`src/rtl/hazard_ctrl.sv`:
```
// Hazard/stall controller for the five-stage core: Tuse/Tnew dependency stalls plus md-unit occupancy.
// Define HAZARD_MD_EN to build the multiply/divide busy tracker; without it the block is purely dependency-based.
module hazard_ctrl #(
   parameter int MULT_CYCLES = 5,
   parameter int DIV_CYCLES  = 10
) (
   input  logic       clk,
   input  logic       reset,
   input  logic [4:0] D_rs,
   input  logic [4:0] D_rt,
   input  logic [1:0] D_tuse_rs,
   input  logic [1:0] D_tuse_rt,
   input  logic       D_is_md,
   input  logic [4:0] E_wa,
   input  logic [4:0] M_wa,
   input  logic [1:0] E_tnew,
   input  logic [1:0] M_tnew,
   input  logic       E_md_start,
   input  logic       E_md_div,
   output logic       PC_EN,
   output logic       FD_EN,
   output logic       DE_clr,
   output logic       md_busy
);

   // An operand stalls when a pending writer will not have its result ready before D needs it.
   function automatic logic dep_stall(
      input logic [4:0] src,
      input logic [1:0] tuse,
      input logic [4:0] e_wa,
      input logic [1:0] e_tnew,
      input logic [4:0] m_wa,
      input logic [1:0] m_tnew
   );
      logic used;
      used = (tuse != 2'd3) && (src != 5'd0);
      return used && (((src == e_wa) && (e_tnew > tuse)) ||
                      ((src == m_wa) && (m_tnew > tuse)));
   endfunction

   logic rs_stall;
   logic rt_stall;
   logic md_stall;
   logic stall;

   assign rs_stall = dep_stall(D_rs, D_tuse_rs, E_wa, E_tnew, M_wa, M_tnew);
   assign rt_stall = dep_stall(D_rt, D_tuse_rt, E_wa, E_tnew, M_wa, M_tnew);

`ifdef HAZARD_MD_EN
   localparam int MAX_CYC = (DIV_CYCLES > MULT_CYCLES) ? DIV_CYCLES : MULT_CYCLES;
   localparam int CW      = (MAX_CYC < 16) ? 4 : $clog2(MAX_CYC + 1);

   typedef enum logic {
      IDLE = 1'b0,
      BUSY = 1'b1
   } md_state_t;

   md_state_t     state;
   md_state_t     state_next;
   logic [CW-1:0] cnt;
   logic [CW-1:0] cnt_next;

   always_ff @(posedge clk) begin
      if (reset) begin
         state <= IDLE;
         cnt   <= '0;
      end else begin
         state <= state_next;
         cnt   <= cnt_next;
      end
   end

   // A start seen while BUSY is a protocol violation and is dropped without reloading.
   always_comb begin
      state_next = state;
      cnt_next   = cnt;
      case (state)
         IDLE: begin
            if (E_md_start) begin
               cnt_next   = E_md_div ? CW'(DIV_CYCLES) : CW'(MULT_CYCLES);
               state_next = BUSY;
            end
         end
         BUSY: begin
            if (cnt > CW'(1)) begin
               cnt_next = cnt - CW'(1);
            end else begin
               cnt_next   = '0;
               state_next = IDLE;
            end
         end
         default: begin
            state_next = IDLE;
            cnt_next   = '0;
         end
      endcase
   end

   assign md_busy  = (state == BUSY);
   assign md_stall = ~reset & D_is_md & (md_busy | E_md_start);
`else
   logic unused_md_inputs;
   assign unused_md_inputs = ^{clk, reset, D_is_md, E_md_start, E_md_div};
   assign md_busy  = 1'b0;
   assign md_stall = 1'b0;
`endif

   assign stall  = rs_stall | rt_stall | md_stall;
   assign PC_EN  = ~stall;
   assign FD_EN  = ~stall;
   assign DE_clr = stall;

endmodule

```
`config.mk`:
```
export PLATFORM = sky130hd
export DESIGN_NAME = hazard_ctrl
export DESIGN_NICKNAME = d
export VERILOG_FILES = /design/src/rtl/hazard_ctrl.sv
export SDC_FILE = /design/constraint.sdc
export NUM_CORES = 1
export LEC_CHECK = 0
export ABC_AREA = 1
export CAP_MARGIN = 20
export CORE_UTILIZATION = 30
export DETAILED_ROUTE_END_ITERATION = 12
export PLACE_DENSITY = 0.68
export SETUP_SLACK_MARGIN = 0.5
export SLEW_MARGIN = 20
export SYNTH_ARGS = -nofsm -noshare
export SYNTH_HDL_FRONTEND = slang
export SYNTH_SLANG_ARGS = --single-unit
```
`constraint.sdc`:
```
create_clock -name vclk -period 2.4
set_input_delay 0.48 -clock vclk [all_inputs]
set_output_delay 0.48 -clock vclk [all_outputs]
set_load 0.01 [all_outputs]
```
# Yosys cells after proc, flatten, opt, wreduce, memory -nomap -nowiden
# Index checks and enable logic that the tools add are counted.
# word_totals
out_inout_bits	4
in_bits	33
register_bits	0
# op_classes
bitwise_logic	2
reduce_logical	12
n_eq_ne	6
order_cmp	4
# op_table
op	n
$eq A5 B5 Y1	4
$reduce_bool A5 Y1	2
$gt A2 B2 Y1	4
$logic_and A1 B1 Y1	8
$ne A2 B2 Y1 const B	2
$logic_or A1 B1 Y1	2
$not A1 Y1	1
$or A1 B1 Y1	1

# Depth between registers and ports, before layout
# Gate-level depths: netlist (run 1).
# depth
word_depth	6
mapped_depth	11
depth_no_buf	10

# Least setup slack after synthesis (run 1)
# No wires, ideal clock.
# synth_path
path_type	in2out
from	in D_tuse_rt[1]
to	out PC_EN
slack_ns	0.434
t_required_ns	1.920
arrival_time_ns	1.486
stages	11
n_path_buf	1
cell_sequence	inv_1 -> ha_1 -> nand2_1 -> o21ai_0 -> nor2_1 -> nand3_1 -> nand2_1 -> nand2_1 -> nand2_2 -> inv_2 -> buf_4
# synth_via
elab_chain_cells	6
# synth_lines
element	line	text
start: declaration	12	input logic [1:0] D_tuse_rt,
$gt A2 B2 Y1 (on tied branches)	37, 38	
$logic_and A1 B1 Y1 (on tied branches)	37, 38	
$logic_or A1 B1 Y1	37	return used && (((src == e_wa) && (e_tnew > tuse)) ||
$logic_and A1 B1 Y1 *	37	
$or A1 B1 Y1 *	108	assign stall = rs_stall | rt_stall | md_stall;
net DE_clr	22	output logic DE_clr,
$not A1 Y1 *	--	
end: declaration	20	output logic PC_EN,
# The timed path passes the listed nets; every way through them passes the cells marked *.

# Worst setup path after layout (run 1)
# layout_path
from	in D_tuse_rt[1]
to	out FD_EN
# layout_via
elab_chain_cells	6
# layout_lines
element	line	text
$gt A2 B2 Y1 (on tied branches)	37, 38	
$logic_and A1 B1 Y1 (on tied branches)	37, 38	
$logic_or A1 B1 Y1	37	
$logic_and A1 B1 Y1 *	37	
$or A1 B1 Y1 *	108	
$not A1 Y1 *	110	assign FD_EN = ~stall;
end: declaration	21	output logic FD_EN,
# Mark *: on every way between the ends. The rest lies on a longest branch, timed or not.

==> results.json, run 1 <==
{
  "die_w_um": 46.28,
  "irDropWorstVdd_v": 0.00007054,
  "synth_top_family_by_area": "simple AND/OR/NAND/NOR gates",
  "synth_top_area_cell": "nand2_1",
  "period_needed_ps": 1974,
  "worst_ep_arrival_time_ps": 1490,
  "seq_cells": 0,
  "maxCapViolations": 0,
  "worstPathCellList": "buf_6 -> inv_4 -> ha_4 -> nand2_2 -> nand3_2 -> nor2_2 -> nand3_1 -> nand2_1 -> nand2_1 -> nand2_2 -> inv_2 -> buf_6",
  "start_util_pct": 32.98,
  "drv_slew": 0,
  "dpl.hpwl_um": 1437,
  "syn_area_um2": 588.1,
  "max_stage_delay_ps": 200,
  "gp_congestion": 0.7698,
  "final_cell_mix": "nand2_1, inv_1, nor2_1",
  "stdcell_area_mm2": 0.001023,
  "syn_to_final_growth_pct": 74.04,
  "grt_pass1_wl_um": 2711,
  "synth_compound_area_share_pct": 8.511,
  "synth_warnings": 0,
  "cp-start-kind": "input port",
  "synth.net_count": 164,
  "setup_violations": 0,
  "rows": 15,
  "rsz0062_at_grt": "true",
  "clockBufferCount": 0,
  "num_vias": 787,
  "routed_wl_um": 1772,
  "leakagePower_nw": 0.5587,
  "power_uw": 163.5,
  "synthTopCellsByArea": "nand2_1, ha_1, inv_1",
  "path_max_fanout": 2,
  "first_pass_iters": 4,
  "post-route-period-util_pct": 82.26,
  "synth-adder-area-share_pct": 17.02,
  "coreArea_mm2": 0.001783,
  "min_path_type": "input port to output port",
  "final_util_pct": 57.40,
  "path_class": "input port to output port",
  "drc_errors": 0,
  "avgSynthCellArea_um2": 4.781,
  "cts-hold-fix-buffers": 0,
  "outcome": "finished, final reports clean",
  "final_common_cell": "nand2_1",
  "port-buffer-count": 31,
  "cp-end-kind": "output port",
  "avgViaCountPerCell": 4.421,
  "n_antenna_cell": 0,
  "die_h_um": 46.28,
  "antenna_found_initial": 0,
  "critPathTopFamily": "simple AND/OR/NAND/NOR gates",
  "p_per_area_mw_per_mm2": 159.8,
  "pin_count": 37,
  "dp.cells": 178,
  "grt_max_degree": 5,
  "die_area_mm2": 0.002141,
  "fin_cells": 178,
  "ys_seq_area_share_pct": 0,
  "max_freq_mhz": 506.5,
  "cp_num_buf_inv": 4,
  "setup_ws_ps": 425.8,
  "cpMaxStageDelayCell": "ha_4",
  "synthCells": 123,
  "fillers": 183,
  "fin_nets": 196,
  "synth.top_cell.area_share_pct": 29.36,
  "seq_area_um2": 0,
  "synthMuxAreaShare_pct": 0,
  "synth_xor_area_share_pct": 5.957,
  "place_ws_ps": -484.5,
  "track_usage_pct": 17.12,
  "required_ps": 1920,
  "drive_gt1_share_pct": 26.80,
  "ant_nets": 0,
  "wl_per_cell_um": 9.955,
  "post_cts_buffers": 0,
  "yosysUniqueCellTypes": 13,
  "synth_simple_gate_area_share_pct": 47.45,
  "finalHoldViolations": 0,
  "placed_area_um2": 924.6,
  "overflow": 0,
  "grt_pass1_vias": 710,
  "initialDrtViolationCount": 13
}
==> logic make-up (layout without fill, tap and decap cells) <==
group                    Yosys count  count (layout)
AND/OR/NAND/NOR                   70              70
buffers and inverters             30              60
AO/OA/AOI/OAI                     10              10
adder cells (fa/ha/maj)            8               8
XOR/XNOR                           4               4
other                              1               1
==> worst min-delay path: stages <==
cell     delay, ps
buf_8           90
nand2_1         50
o21ai_0         70
inv_1           40
nand2_1         70
nand2_2         60
buf_2          130
==> stage by stage <==
step / hold slack (ps) / TNS [ps]
finish: 1467 / 0
global route: 1497 / 0
CTS: 1470 / 0
detailed placement: 2229 / -1438
global placement: 2200 / -1411
floorplan: 1196 / 0
==> final cells by class <==
cell class / instances / area [µm²] / area share [%]
inverter: 28 / 122.6 / 11.98
multi-input combinational: 93 / 584.3 / 57.09
tap: 25 / 31.28 / 3.056
timing repair buffer: 32 / 285.3 / 27.87
==> worst paths after layout <==
| check | start | end | slack, ps | cells after the start |
|---|---|---|---|---|
| worst max-delay path | D_tuse_rt[1] | FD_EN | 430 | 12 |
| worst min-delay path | D_tuse_rs[1] | DE_clr | 1470 | 7 |
==> routing by layer <==
metal  routed length, µm  GRT usage, %
met1                 801         21.38
met2                 906         34.08
met3                  64             0
met4                   0             0
met5                   0             0
==> where the power goes <==
group / leakage [nW] / internal (mW) / switching [mW]
clock: 0 / 0 / 0
combinational: 0.559 / 0.0802 / 0.0833
sequential: 0 / 0 / 0
total: 0.559 / 0.0802 / 0.0833
==> timing repair <==
item,CTS,global route
pin swaps,19,10
resized for setup,98,19
setup endpoints to repair,3,3
endpoints found under the hold margin,0,0
==> synthesized netlist by cell type (all sizes together) <==
master / instances
nand2: 47
inv: 28
nand3: 9
o21ai: 6
conb: 1
buf: 2
a21oi: 4
ha: 8
nand4: 1
xor2: 4
nor2: 13
Note: power is estimated with default switching activity, not from simulation.
==> inputs of run 2 (changes only) <==
==> constraint.sdc (replaced) <==
create_clock -name vclk -period 1.9
set_input_delay 0.38 -clock vclk [all_inputs]
set_output_delay 0.38 -clock vclk [all_outputs]
set_load 0.01 [all_outputs]
==> run 2 against run 1 <==
Against the previous run: first-iteration DRC count grew 23%; wire length shrank 9.8%; global-route usage shrank 2.0 points; combinational power grew 29%; cell area grew 2.3%; count of clock-buffer cells in the layout is the same; worst setup slack lost 290 ps; cell count shrank 0.56%; via count shrank 2.7%; critical path type unchanged; largest cell class unchanged.
==> results.json, run 2 (synthesis gave the netlist of run 1 again) <==
{
  "outcome": "finished, final reports clean",
  "die_h_um": 46.28,
  "leakagePower_nw": 0.5713,
  "ant_nets": 0,
  "grt_pass1_wl_um": 2394,
  "cts-hold-fix-buffers": 0,
  "drc_errors": 0,
  "grt_max_degree": 5,
  "clockBufferCount": 0,
  "antenna_found_initial": 0,
  "wl_per_cell_um": 9.034,
  "rsz0062_at_grt": "true",
  "track_usage_pct": 15.12,
  "port-buffer-count": 31,
  "drive_gt1_share_pct": 25.66,
  "coreArea_mm2": 0.001783,
  "post_cts_buffers": 0,
  "worst_ep_arrival_time_ps": 1380,
  "fin_hold_ws_ps": 1257,
  "post-route-period-util_pct": 92.89,
  "rows": 15,
  "cp-end-kind": "output port",
  "min_path_type": "input port to output port",
  "crit_end": "FD_EN",
  "setup_violations": 0,
  "irDropWorstVdd_v": 0.00009114,
  "seq_cells": 0,
  "num_vias": 766,
  "avgViaCountPerCell": 4.328,
  "initialDrtViolationCount": 16,
  "drv_slew": 0,
  "p_per_area_mw_per_mm2": 201.7,
  "maxCapViolations": 0,
  "die_area_mm2": 0.002141,
  "n_antenna_cell": 0,
  "final_common_cell": "nand2_1",
  "period_needed_ps": 1765,
  "overflow": 0,
  "final_cell_mix": "nand2_1, dlygate4sd2_1, inv_1",
  "start_util_pct": 32.98,
  "cp-start-kind": "input port",
  "finalHoldViolations": 0,
  "crit_path_start": "M_tnew[1]",
  "first_pass_iters": 4,
  "path_max_fanout": 2,
  "final_util_pct": 58.74,
  "grt_pass1_vias": 640,
  "die_w_um": 46.28,
  "required_ps": 1520,
  "syn_to_final_growth_pct": 78.08,
  "seq_area_um2": 0,
  "fin_nets": 195,
  "pin_count": 37,
  "max_freq_mhz": 566.6,
  "gp_congestion": 0.8212,
  "routed_wl_um": 1599,
  "path_class": "input port to output port",
  "dpl.hpwl_um": 1475
}
==> run 2: cell count changes in the layout (fill, tap and decap cells not counted), sizes merged <==
cell and delta:
buf -1, clkdlybuf4s15 -7, clkbuf -2, dlygate4sd2 +9
==> run 2: repair_timing <==
| item | in CTS | in global routing |
|---|---|---|
| pin swaps | 9 | 13 |
| gates resized for setup | 79 | 21 |
| endpoints found under the setup margin | 3 | 3 |
==> run 2: metal layers <==
metal  track usage (%)  part of all wire [%]  up-vias
met5                 0                     0        -
met4                 0                     0        0
met3                 0                   4.6        0
met2             31.83                    52       21
met1             17.47                    43      318
li1                  -                     -      427
==> run 2: report_power, final <==
| part | total (mW) | internal (mW) | switching [mW] | leakage (nW) |
|---|---|---|---|---|
| sequential | 0 | 0 | 0 | 0 |
| clock | 0 | 0 | 0 | 0 |
| combinational | 0.211 | 0.105 | 0.106 | 0.571 |
==> run 2: layout make-up <==
type	instances	area, µm²
inverter	28	135.1
fill	186	735.7
multi-input combinational	93	588.1
tap	25	31.28
timing repair buffer	31	292.8
==> run 2: worst min path at each step <==
stage | end | depth (start not counted) | startpoint | slack [ps]
2_1_floorplan | DE_clr | 4 | D_rs[4] | 1000
3_3_place_gp | DE_clr | 6 | D_rs[4] | 2050
3_5_place_dp | DE_clr | 6 | D_rt[3] | 2040
4_1_cts | DE_clr | 7 | D_tuse_rt[1] | 1250
5_1_grt | DE_clr | 7 | D_tuse_rs[1] | 1290
6_report | DE_clr | 7 | D_tuse_rt[1] | 1260
==> run 2: worst max-delay path, cell delays in order <==
cell and delay (ps):
buf_4 130, ha_4 230, nand2_1 60, nand3_1 60, nor2_1 90, nand3_1 80, nand2_1 70, nand2_1 60
nand2_2 80, inv_2 40, buf_6 110
==> run 2: per-stage QoR <==
stage	setup slack, ps	setup TNS (ps)	cells	total power [mW]	area [µm²]
detailed placement	-801.3	-2373	177	0.2120	1037
floorplan	266.3	0	123	0.1069	714.4
global placement	-773.1	-2290	177	0.2093	1037
global route	22.20	0	177	0.2387	1047
CTS	104.5	0	177	0.1982	1003
finish	135.0	0	177	0.2112	1047
